### src/rtl/mc_controller.sv
// mc_controller: multicycle RV32I control unit. It sequences each instruction through one shared
// ALU and one memory port, and drives the mux selects and write strobes of the datapath. A
// wait-counter watchdog bounds every memory access. Illegal opcodes and watchdog expiry park the
// FSM in a terminal trap state.
//
// Ports:
//   clk, rst_n                     clock (rising edge), asynchronous active-low reset
//   opcode, funct3, funct7_5       instruction fields taken from the instruction register
//   alu_zero                       ALU result is zero (used for branch resolution)
//   mem_ready                      memory completes the current request
//   mem_req, mem_we, adr_sel       memory request, write strobe, address select (0=PC, 1=ALUOUT)
//   ir_write, pc_write, pc_src     IR load, PC load, PC source (0=ALU result, 1=ALUOUT)
//   src_a_sel, src_b_sel           ALU operand selects
//   alu_func, shamt_sel, shift_op  ALU operation, shift-amount source, shift flavour
//   dest_sel, reg_write            regfile write-data select and write enable
//   instr_done                     one-cycle retire pulse
//   trap, mem_err                  sticky trap flag, and whether the trap came from a timeout
module mc_controller #(
  parameter int         MEM_WAIT_MAX = 15,
  parameter int         CNT_W        = 4,
  parameter logic [2:0] ALU_ADD      = 3'b000,
  parameter logic [2:0] ALU_SUB      = 3'b001
) (
  input  logic       clk,
  input  logic       rst_n,
  input  logic [6:0] opcode,
  input  logic [2:0] funct3,
  input  logic       funct7_5,
  input  logic       alu_zero,
  input  logic       mem_ready,
  output logic       mem_req,
  output logic       mem_we,
  output logic       adr_sel,
  output logic       ir_write,
  output logic       pc_write,
  output logic       pc_src,
  output logic [1:0] src_a_sel,
  output logic [1:0] src_b_sel,
  output logic [2:0] alu_func,
  output logic       shamt_sel,
  output logic [1:0] shift_op,
  output logic [1:0] dest_sel,
  output logic       reg_write,
  output logic       instr_done,
  output logic       trap,
  output logic       mem_err
);

  localparam logic [6:0] OpcOp     = 7'b0110011;
  localparam logic [6:0] OpcOpImm  = 7'b0010011;
  localparam logic [6:0] OpcLui    = 7'b0110111;
  localparam logic [6:0] OpcLoad   = 7'b0000011;
  localparam logic [6:0] OpcStore  = 7'b0100011;
  localparam logic [6:0] OpcBranch = 7'b1100011;
  localparam logic [6:0] OpcJal    = 7'b1101111;

  // Remaining ALU codes; the three shifts share one code and are told apart by shift_op.
  localparam logic [2:0] AluShift = 3'b010;
  localparam logic [2:0] AluSlt   = 3'b011;
  localparam logic [2:0] AluSltu  = 3'b100;
  localparam logic [2:0] AluXor   = 3'b101;
  localparam logic [2:0] AluOr    = 3'b110;
  localparam logic [2:0] AluAnd   = 3'b111;

  // The trap fires in the stalled cycle that would bring the count up to MEM_WAIT_MAX.
  localparam int              LimM1   = (MEM_WAIT_MAX > 0) ? MEM_WAIT_MAX - 1 : 0;
  localparam logic [CNT_W-1:0] WaitLim = CNT_W'(LimM1);

  typedef enum logic [3:0] {
    StBoot, StFetch, StDecode, StExec, StAluWb, StMemAddr,
    StMemRd, StMemWb, StMemWr, StBranch, StJal, StTrap
  } state_e;

  state_e           state_q, state_d;
  logic [CNT_W-1:0] cnt_q, cnt_d;
  logic             trap_q, mem_err_q;
  logic             wait_hit;
  logic             is_op;

  assign mem_req  = (state_q == StFetch) || (state_q == StMemRd) || (state_q == StMemWr);
  assign wait_hit = (MEM_WAIT_MAX > 0) && mem_req && !mem_ready && (cnt_q == WaitLim);
  // Counting only while stalled and zeroing otherwise also clears it on entry to any access.
  assign cnt_d    = (mem_req && !mem_ready) ? cnt_q + 1'b1 : '0;
  assign is_op    = (opcode == OpcOp);
  assign shift_op = {funct7_5, funct3[2]};
  assign trap     = trap_q;
  assign mem_err  = mem_err_q;

  always_comb begin
    state_d    = state_q;
    mem_we     = 1'b0;
    adr_sel    = 1'b0;
    ir_write   = 1'b0;
    pc_write   = 1'b0;
    pc_src     = 1'b0;
    src_a_sel  = 2'b00;
    src_b_sel  = 2'b00;
    alu_func   = '0;
    shamt_sel  = 1'b0;
    dest_sel   = 2'b00;
    reg_write  = 1'b0;
    instr_done = 1'b0;

    case (state_q)
      StBoot: state_d = StFetch;
      StFetch: begin
        src_b_sel = 2'b10;
        alu_func  = ALU_ADD;
        if (mem_ready) begin
          ir_write = 1'b1;
          pc_write = 1'b1;
          state_d  = StDecode;
        end else if (wait_hit) begin
          state_d = StTrap;
        end
      end
      StDecode: begin
        src_a_sel = 2'b01;
        src_b_sel = 2'b01;
        alu_func  = ALU_ADD;
        case (opcode)
          OpcOp, OpcOpImm, OpcLui: state_d = StExec;
          OpcLoad, OpcStore:       state_d = StMemAddr;
          OpcBranch: state_d = (funct3[2:1] == 2'b00) ? StBranch : StTrap;
          OpcJal:                  state_d = StJal;
          default:                 state_d = StTrap;
        endcase
      end
      StExec: begin
        state_d = StAluWb;
        if (opcode == OpcLui) begin
          src_a_sel = 2'b11;
          src_b_sel = 2'b01;
          alu_func  = ALU_ADD;
        end else begin
          src_a_sel = 2'b10;
          src_b_sel = is_op ? 2'b00 : 2'b01;
          shamt_sel = !is_op;
          case (funct3)
            3'b000:         alu_func = (is_op && funct7_5) ? ALU_SUB : ALU_ADD;
            3'b001, 3'b101: alu_func = AluShift;
            3'b010:         alu_func = AluSlt;
            3'b011:         alu_func = AluSltu;
            3'b100:         alu_func = AluXor;
            3'b110:         alu_func = AluOr;
            default:        alu_func = AluAnd;
          endcase
        end
      end
      StAluWb: begin
        reg_write  = 1'b1;
        instr_done = 1'b1;
        state_d    = StFetch;
      end
      StMemAddr: begin
        src_a_sel = 2'b10;
        src_b_sel = 2'b01;
        alu_func  = ALU_ADD;
        state_d   = (opcode == OpcStore) ? StMemWr : StMemRd;
      end
      StMemRd: begin
        adr_sel = 1'b1;
        if (mem_ready)     state_d = StMemWb;
        else if (wait_hit) state_d = StTrap;
      end
      StMemWb: begin
        reg_write  = 1'b1;
        dest_sel   = 2'b01;
        instr_done = 1'b1;
        state_d    = StFetch;
      end
      StMemWr: begin
        adr_sel = 1'b1;
        mem_we  = 1'b1;
        if (mem_ready) begin
          instr_done = 1'b1;
          state_d    = StFetch;
        end else if (wait_hit) begin
          state_d = StTrap;
        end
      end
      StBranch: begin
        src_a_sel  = 2'b10;
        alu_func   = ALU_SUB;
        pc_src     = 1'b1;
        // funct3[0] inverts the sense: BEQ takes on zero, BNE on non-zero.
        pc_write   = alu_zero ^ funct3[0];
        instr_done = 1'b1;
        state_d    = StFetch;
      end
      StJal: begin
        reg_write  = 1'b1;
        dest_sel   = 2'b10;
        pc_write   = 1'b1;
        pc_src     = 1'b1;
        instr_done = 1'b1;
        state_d    = StFetch;
      end
      StTrap:  state_d = StTrap;
      default: state_d = StBoot;
    endcase
  end

  always_ff @(posedge clk or negedge rst_n) begin
    if (!rst_n) begin
      state_q   <= StBoot;
      cnt_q     <= '0;
      trap_q    <= 1'b0;
      mem_err_q <= 1'b0;
    end else begin
      state_q   <= state_d;
      cnt_q     <= cnt_d;
      trap_q    <= trap_q | (state_d == StTrap);
      mem_err_q <= mem_err_q | wait_hit;
    end
  end

endmodule

### config.mk
export PLATFORM = sky130hd
export DESIGN_NAME = mc_controller
export DESIGN_NICKNAME = d
export VERILOG_FILES = /design/src/rtl/mc_controller.sv
export SDC_FILE = /design/constraint.sdc
export NUM_CORES = 1
export LEC_CHECK = 0
export CORE_ASPECT_RATIO = 1.75
export CORE_UTILIZATION = 40
export DETAILED_ROUTE_END_ITERATION = 7
export GPL_TIMING_DRIVEN = 0
export PLACE_DENSITY = 0.73
export SYNTH_ARGS = -nofsm -noshare
export SYNTH_HDL_FRONTEND = slang
export SYNTH_SLANG_ARGS = --single-unit
### constraint.sdc
create_clock -name clk -period 3.3 [get_ports clk]
set_input_delay 0.66 -clock clk [delete_from_list [all_inputs] [get_ports clk]]
set_output_delay 0.66 -clock clk [all_outputs]
set_load 0.05 [all_outputs]
==> results_dict.tcl, run 1 <==
set metrics [dict create \
    status "complete, no violations" \
    grt_pass1_wl_um 4540 \
    cp-end-kind "output port" \
    clockRootBuffer "clkbuf_8" \
    slew_viol_final 0 \
    detail_route.wl_per_cell_um 15.1 \
    area_delta_synth_final_pct 48.8 \
    period_share_pct 95.5 \
    synth_edf_count 0 \
    mostFrequentLayoutCell "clkdlybuf4s50_1" \
    setup_tns_ps 0 \
    dieArea_um2 2640 \
    cp.arrival_ps 2490 \
    overflow 0 \
    routed_wl_um 2880 \
    synth_seq_cells 10 \
    h-tree-depth 1 \
    clk_latency_ps 230 \
    vias 1126 \
    cts_sinks 10 \
    critPathMaxFanout 4 \
    maxSlewHeadroom_pct 56.9 \
    ir_drop_mv 0.508 \
    dp_hpwl_um 2350 \
    power_frac_clock_pct 10.3 \
    pwr_density_cell_nw_per_um2 1000 \
    p_comb_share_pct 76.7 \
    hp-class "reg -> reg" \
    synth_cell_types 43 \
    worst_pin_slew_ps 637 \
    place_ws_ps -408 \
    p_int_mw 0.634 \
    finalHoldViolations 0 \
    design.core.area_um2 2300 \
    io_buffers 36 \
    final_nets 183 \
    critPathRequiredTime_ps 2640 \
    grt_max_degree 11 \
    total_power_mw 1.45 \
    layout_common_cells "22 x clkdlybuf4s50_1, 16 x nor2_1, 10 x dfrtp_1, 10 x dlymetal6s2s_1, 8 x clkbuf_1" \
    ys_seq_area_share_pct 25.8 \
    cts_buffer_depth 2 \
    worstSetupPathType "in -> out" \
    tritoncts "yes" \
    finalSetupViolCount 0 \
    io_pins 37 \
    syn_inst 125 \
    rsz0062_at_grt "false" \
    num_rows 23 \
    post-route-min-period_ps 3150 \
    drive_gt1_share_pct 7.88 \
    drt-vias-per-instance 5.93 \
    cp-start-kind "primary input" \
    ys.flop_type "dfrtp_1" \
    p_switching_mw 0.813 \
    setup_ws_ps 147 \
    synthArstFlopShare_pct 100 \
    drv_cap 0 \
    fp.dieW_um 39.2 \
    clkTransAtPathRegs_ps 40 \
    cts_setup_buffers 0 \
    fmax_mhz 317 \
    netSwitchingFraction_pct 56.2 \
    numCtsBuffers 3 \
    ant_nets 0 \
    netlist_area_um2 971 \
    first_iter_violations 32 \
    fin_util_pct 62.8 \
    antenna_found_initial 0 \
    die_y_um 67.2 \
    yosysWarnings 0 \
    cts_hold_buf 0 \
    leakagePower_nw 0.724 \
    synth.avg_cell_area_um2 7.77 \
    drcViolationCount 0 \
    grt_pass1_vias 1067 \
    floorplan.initialDensity_pct 42.2 \
    power_frac_seq_pct 13.0 \
    drt_first_pass_iters 4 \
    grt_usage_pct 24.9 \
    syn_nets 142 \
    routabilityCongestion 0.947 \
    diodes 0 \
    finClkSkew_ps 1.54 \
]
-- worst max-delay path, stage by stage --
cell	delay, ps
clkdlybuf4s50_1	470
nand4bb_4	290
nor3_2	260
a211oi_1	120
o32ai_1	280
clkdlybuf4s15_2	410
-- per-stage QoR --
stage | hold slack (ps) | area [um^2] | cells
floorplan | 364 | 971 | 125
CTS | 475 | 1420 | 190
global route | 487 | 1450 | 190
detailed placement | 462 | 1360 | 186
finish | 467 | 1450 | 190
global placement | 452 | 1360 | 186
-- cell type report --
class                           instances  area [um^2]
Buffer                                 11         52.6
Clock buffer                            4         55.1
Timing Repair Buffer                   36          383
Tap cell                               25         31.3
Sequential cell                        10          250
Fill cell                             216          857
Multi-Input combinational cell        101          662
Inverter                                3         11.3
-- cells by family (layout without fill, tap and decap cells) --
group           Yosys count  in the layout  synth area share, %
simple gates             58             58                 33.5
compound gates           34             34                 25.1
buf+inv                  14             54                 6.57
flops                    10             10                 25.8
xor+xnor                  6              6                 5.41
fa+ha+maj                 2              2                 2.58
mux                       1              1                 1.03
-- power by group through the flow --
stage	Combinational, mW	Sequential [mW]	Clock [mW]
final	1.11	0.188	0.149
after floorplan	0.775	0.206	0
after global placement	1.11	0.188	0
after global routing	1.18	0.194	0.159
after detailed placement	1.12	0.190	0
after CTS	1.11	0.188	0.153
-- synth_stat cells, types with 2 or more instances --
cell type	instances	area share, %
a211oi_1	2	1.5
a21oi_1	7	3.6
and3_1	3	1.9
buf_4	3	2.3
clkbuf_1	8	3.1
dfrtp_1	10	26
ha_1	2	2.6
inv_1	2	0.77
nand2_1	6	2.3
nand2b_1	4	2.6
nand3_1	5	2.6
nand3b_1	2	1.5
nand4_1	3	1.9
nor2_1	16	6.2
nor2b_1	2	1.3
nor3_1	8	4.1
o21ai_0	3	1.5
o21ai_1	5	2.6
o21bai_1	2	1.5
o311ai_1	2	1.8
o32ai_1	3	2.7
or3_1	2	1.3
xnor2_1	4	3.6
xor2_1	2	1.8
-- worst paths after layout --
check	from	endpoint	slack, ps	cells after the start
min in group asynchronous	rst_n	cnt_q[3]$_DFF_PN0_	730	1
min reg2reg	mem_err$_DFF_PN0_	mem_err$_DFF_PN0_	470	1
max reg2reg	state_q[1]$_DFF_PN0_	trap$_DFF_PN0_	1230	7
min	mem_err$_DFF_PN0_	mem_err$_DFF_PN0_	470	1
max in group asynchronous	rst_n	state_q[2]$_DFF_PN0_	2270	1
max	opcode[3]	alu_func[0]	150	6
-- registers in the layout, summed over array words and instances, names as in the netlist --
register / flops
trap: 1
state_q: 4
cnt_q: 4
mem_err: 1
-- repair_timing --
item / 4_1_cts / 5_1_grt
setup endpoints to repair: 4 / 12
pin swaps: 0 / 0
resized for setup: 7 / 11
-- per-layer routing --
layer | share of wire (%) | GRT usage, % | vias up
met3 | 5.3 | 4.28 | 11
met2 | 57 | 48.3 | 38
met1 | 34 | 22.3 | 531
met5 | 0 | 0 | -
li1 | - | - | 546
met4 | 3.2 | 13.4 | 0
No activity file was read; power rests on OpenSTA's default activity.
==> run 2, diff against run 1 <==
==> config.mk (replaced) <==
export PLATFORM = sky130hd
export DESIGN_NAME = mc_controller
export DESIGN_NICKNAME = d
export VERILOG_FILES = /design/src/rtl/mc_controller.sv
export SDC_FILE = /design/constraint.sdc
export NUM_CORES = 1
export LEC_CHECK = 0
export CORE_UTILIZATION = 45
export DETAILED_ROUTE_END_ITERATION = 7
export GPL_TIMING_DRIVEN = 0
export PLACE_DENSITY = 0.81
export REMOVE_ABC_BUFFERS = 1
export SYNTH_ARGS = -nofsm -noshare
export SYNTH_HDL_FRONTEND = slang
export SYNTH_SLANG_ARGS = --single-unit
==> results_dict.tcl, run 2 (synthesis gave the netlist of run 1 again) <==
set metrics [dict create \
    status "complete, no violations" \
    ant_nets 0 \
    design.core.area_um2 2000 \
    overflow 0 \
    cts_sinks 10 \
    dp.cells 177 \
    rsz0062_at_grt "false" \
    cts_buffer_depth 2 \
    diodes 0 \
    fmax_mhz 316 \
    fp.dieW_um 48.5 \
    final_nets 172 \
    total_power_mw 1.35 \
    setup_tns_ps 0 \
    cts_setup_buffers 0 \
    area_delta_synth_final_pct 39.0 \
    setup_ws_ps 137 \
    holdPathStages 1 \
    io_buffers 36 \
    grt-busiest-layer "met2" \
    ir_drop_mv 0.712 \
    die_y_um 48.5 \
    hold-path-endpoint "mem_err$_DFF_PN0_" \
    stdcell_count 181 \
    finalHoldViolations 0 \
    drcViolationCount 0 \
    worstSetupPathType "in -> out" \
    clkTransAtPathRegs_ps 70 \
    antenna_found_initial 0 \
    clockRootBuffer "clkbuf_4" \
    period_share_pct 95.8 \
    rr_startpoint "state_q[1]$_DFF_PN0_" \
    finClkSkew_ps 7.90 \
    critPathRequiredTime_ps 2640 \
    maxSlewHeadroom_pct 53.6 \
    grt.met3_usage_pct 4.09 \
    grt_usage_pct 23.4 \
    reg2reg_depth 5 \
    critPathMaxFanout 7 \
    vias 1051 \
    finalSetupViolCount 0 \
    drt_first_pass_iters 4 \
    floorplan.initialDensity_pct 48.5 \
    grt_use_met2_pct 40.6 \
    cts_hold_buf 0 \
    multi_input_area_um2 662 \
    layout_common_cells "29 x clkdlybuf4s50_1, 16 x nor2_1, 9 x dfrtp_1, 7 x nor3_1, 7 x a21oi_1" \
    place_ws_ps -448 \
    r2r-end "trap$_DFF_PN0_" \
    routed_wl_um 2560 \
    post-route-min-period_ps 3160 \
    detail_route.wl_per_cell_um 14.2 \
    mostFrequentLayoutCell "clkdlybuf4s50_1" \
    dp_hpwl_um 1840 \
    whs_ps 466 \
    fillers 184 \
    grt_pass1_wl_um 4410 \
    cp-end-kind "output port" \
    ff2ff_setup_slack_ps 1200 \
    drive_gt1_share_pct 7.14 \
    pwr_density_cell_nw_per_um2 1000 \
    drv_cap 0 \
    met1_usage_pct 30.0 \
    io_pins 37 \
    drt-vias-per-instance 5.81 \
    clk_latency_ps 270 \
    hold_path.startpoint "mem_err$_DFF_PN0_" \
    cp-start-kind "primary input" \
    numCtsBuffers 3 \
    hp-class "reg -> reg" \
    slew_viol_final 0 \
    grt_max_degree 23 \
    reg_top3 "cnt_q x4, state_q x4" \
    cp.arrival_ps 2500 \
    routabilityCongestion 0.797 \
    first_iter_violations 25 \
    num_rows 16 \
    worst_pin_slew_ps 696 \
    seq_area_um2 251 \
    leakagePower_nw 0.561 \
    tritoncts "yes" \
    h-tree-depth 1 \
    grt_pass1_vias 950 \
    dieArea_um2 2350 \
]
[run 2: per-stage QoR]
stage,area [um^2],util [%]
CTS,1350,67.4
detailed placement,1310,65.6
finish,1350,67.4
global route,1350,67.4
floorplan,918,-
global placement,1310,65.6
[run 2: how the worst max path moves through the flow]
stage | from | to | slack, ps | cells past startpoint
after floorplan | opcode[3] | alu_func[0] | 100 | 4
after global placement | opcode[3] | alu_func[0] | -440 | 6
after detailed placement | opcode[3] | alu_func[0] | -450 | 6
after CTS | opcode[0] | src_a_sel[0] | 50 | 6
after global routing | opcode[3] | src_b_sel[0] | 10 | 7
final | opcode[6] | alu_func[1] | 140 | 6
[run 2: layout make-up]
cell class	instances	share of cell area [%]
Multi-Input combinational cell	101	49.0
Tap cell	27	2.50
Inverter	3	0.834
Timing Repair Buffer	36	26.3
Clock buffer	4	2.69
Sequential cell	10	18.6
[run 2: report_power, final]
group	internal, mW	switching (mW)
logic	0.342	0.601
registers	0.160	0.131
clock network	0.0670	0.0493
[run 2: what timing repair did]
action | 4_1_cts | 5_1_grt
resized for setup | 9 | 5
cloned | 0 | 0
setup endpoints to repair | 5 | 3
[run 2: routing by layer]
layer / vias up / wire length (um) / part of all wire, %
li1: 520 / - / -
met1: 491 / 1130 / 44
met4: 0 / 0 / 0
met2: 40 / 1270 / 50
met3: 0 / 162 / 6.3
met5: - / 0 / 0
[run 2: critical path, stage by stage]
cell and delay, ps:
clkdlybuf4s50_1 640, nor3_1 100, nand4_1 120, nand4_1 200
nor3_1 240, dlygate4sd2_1 550
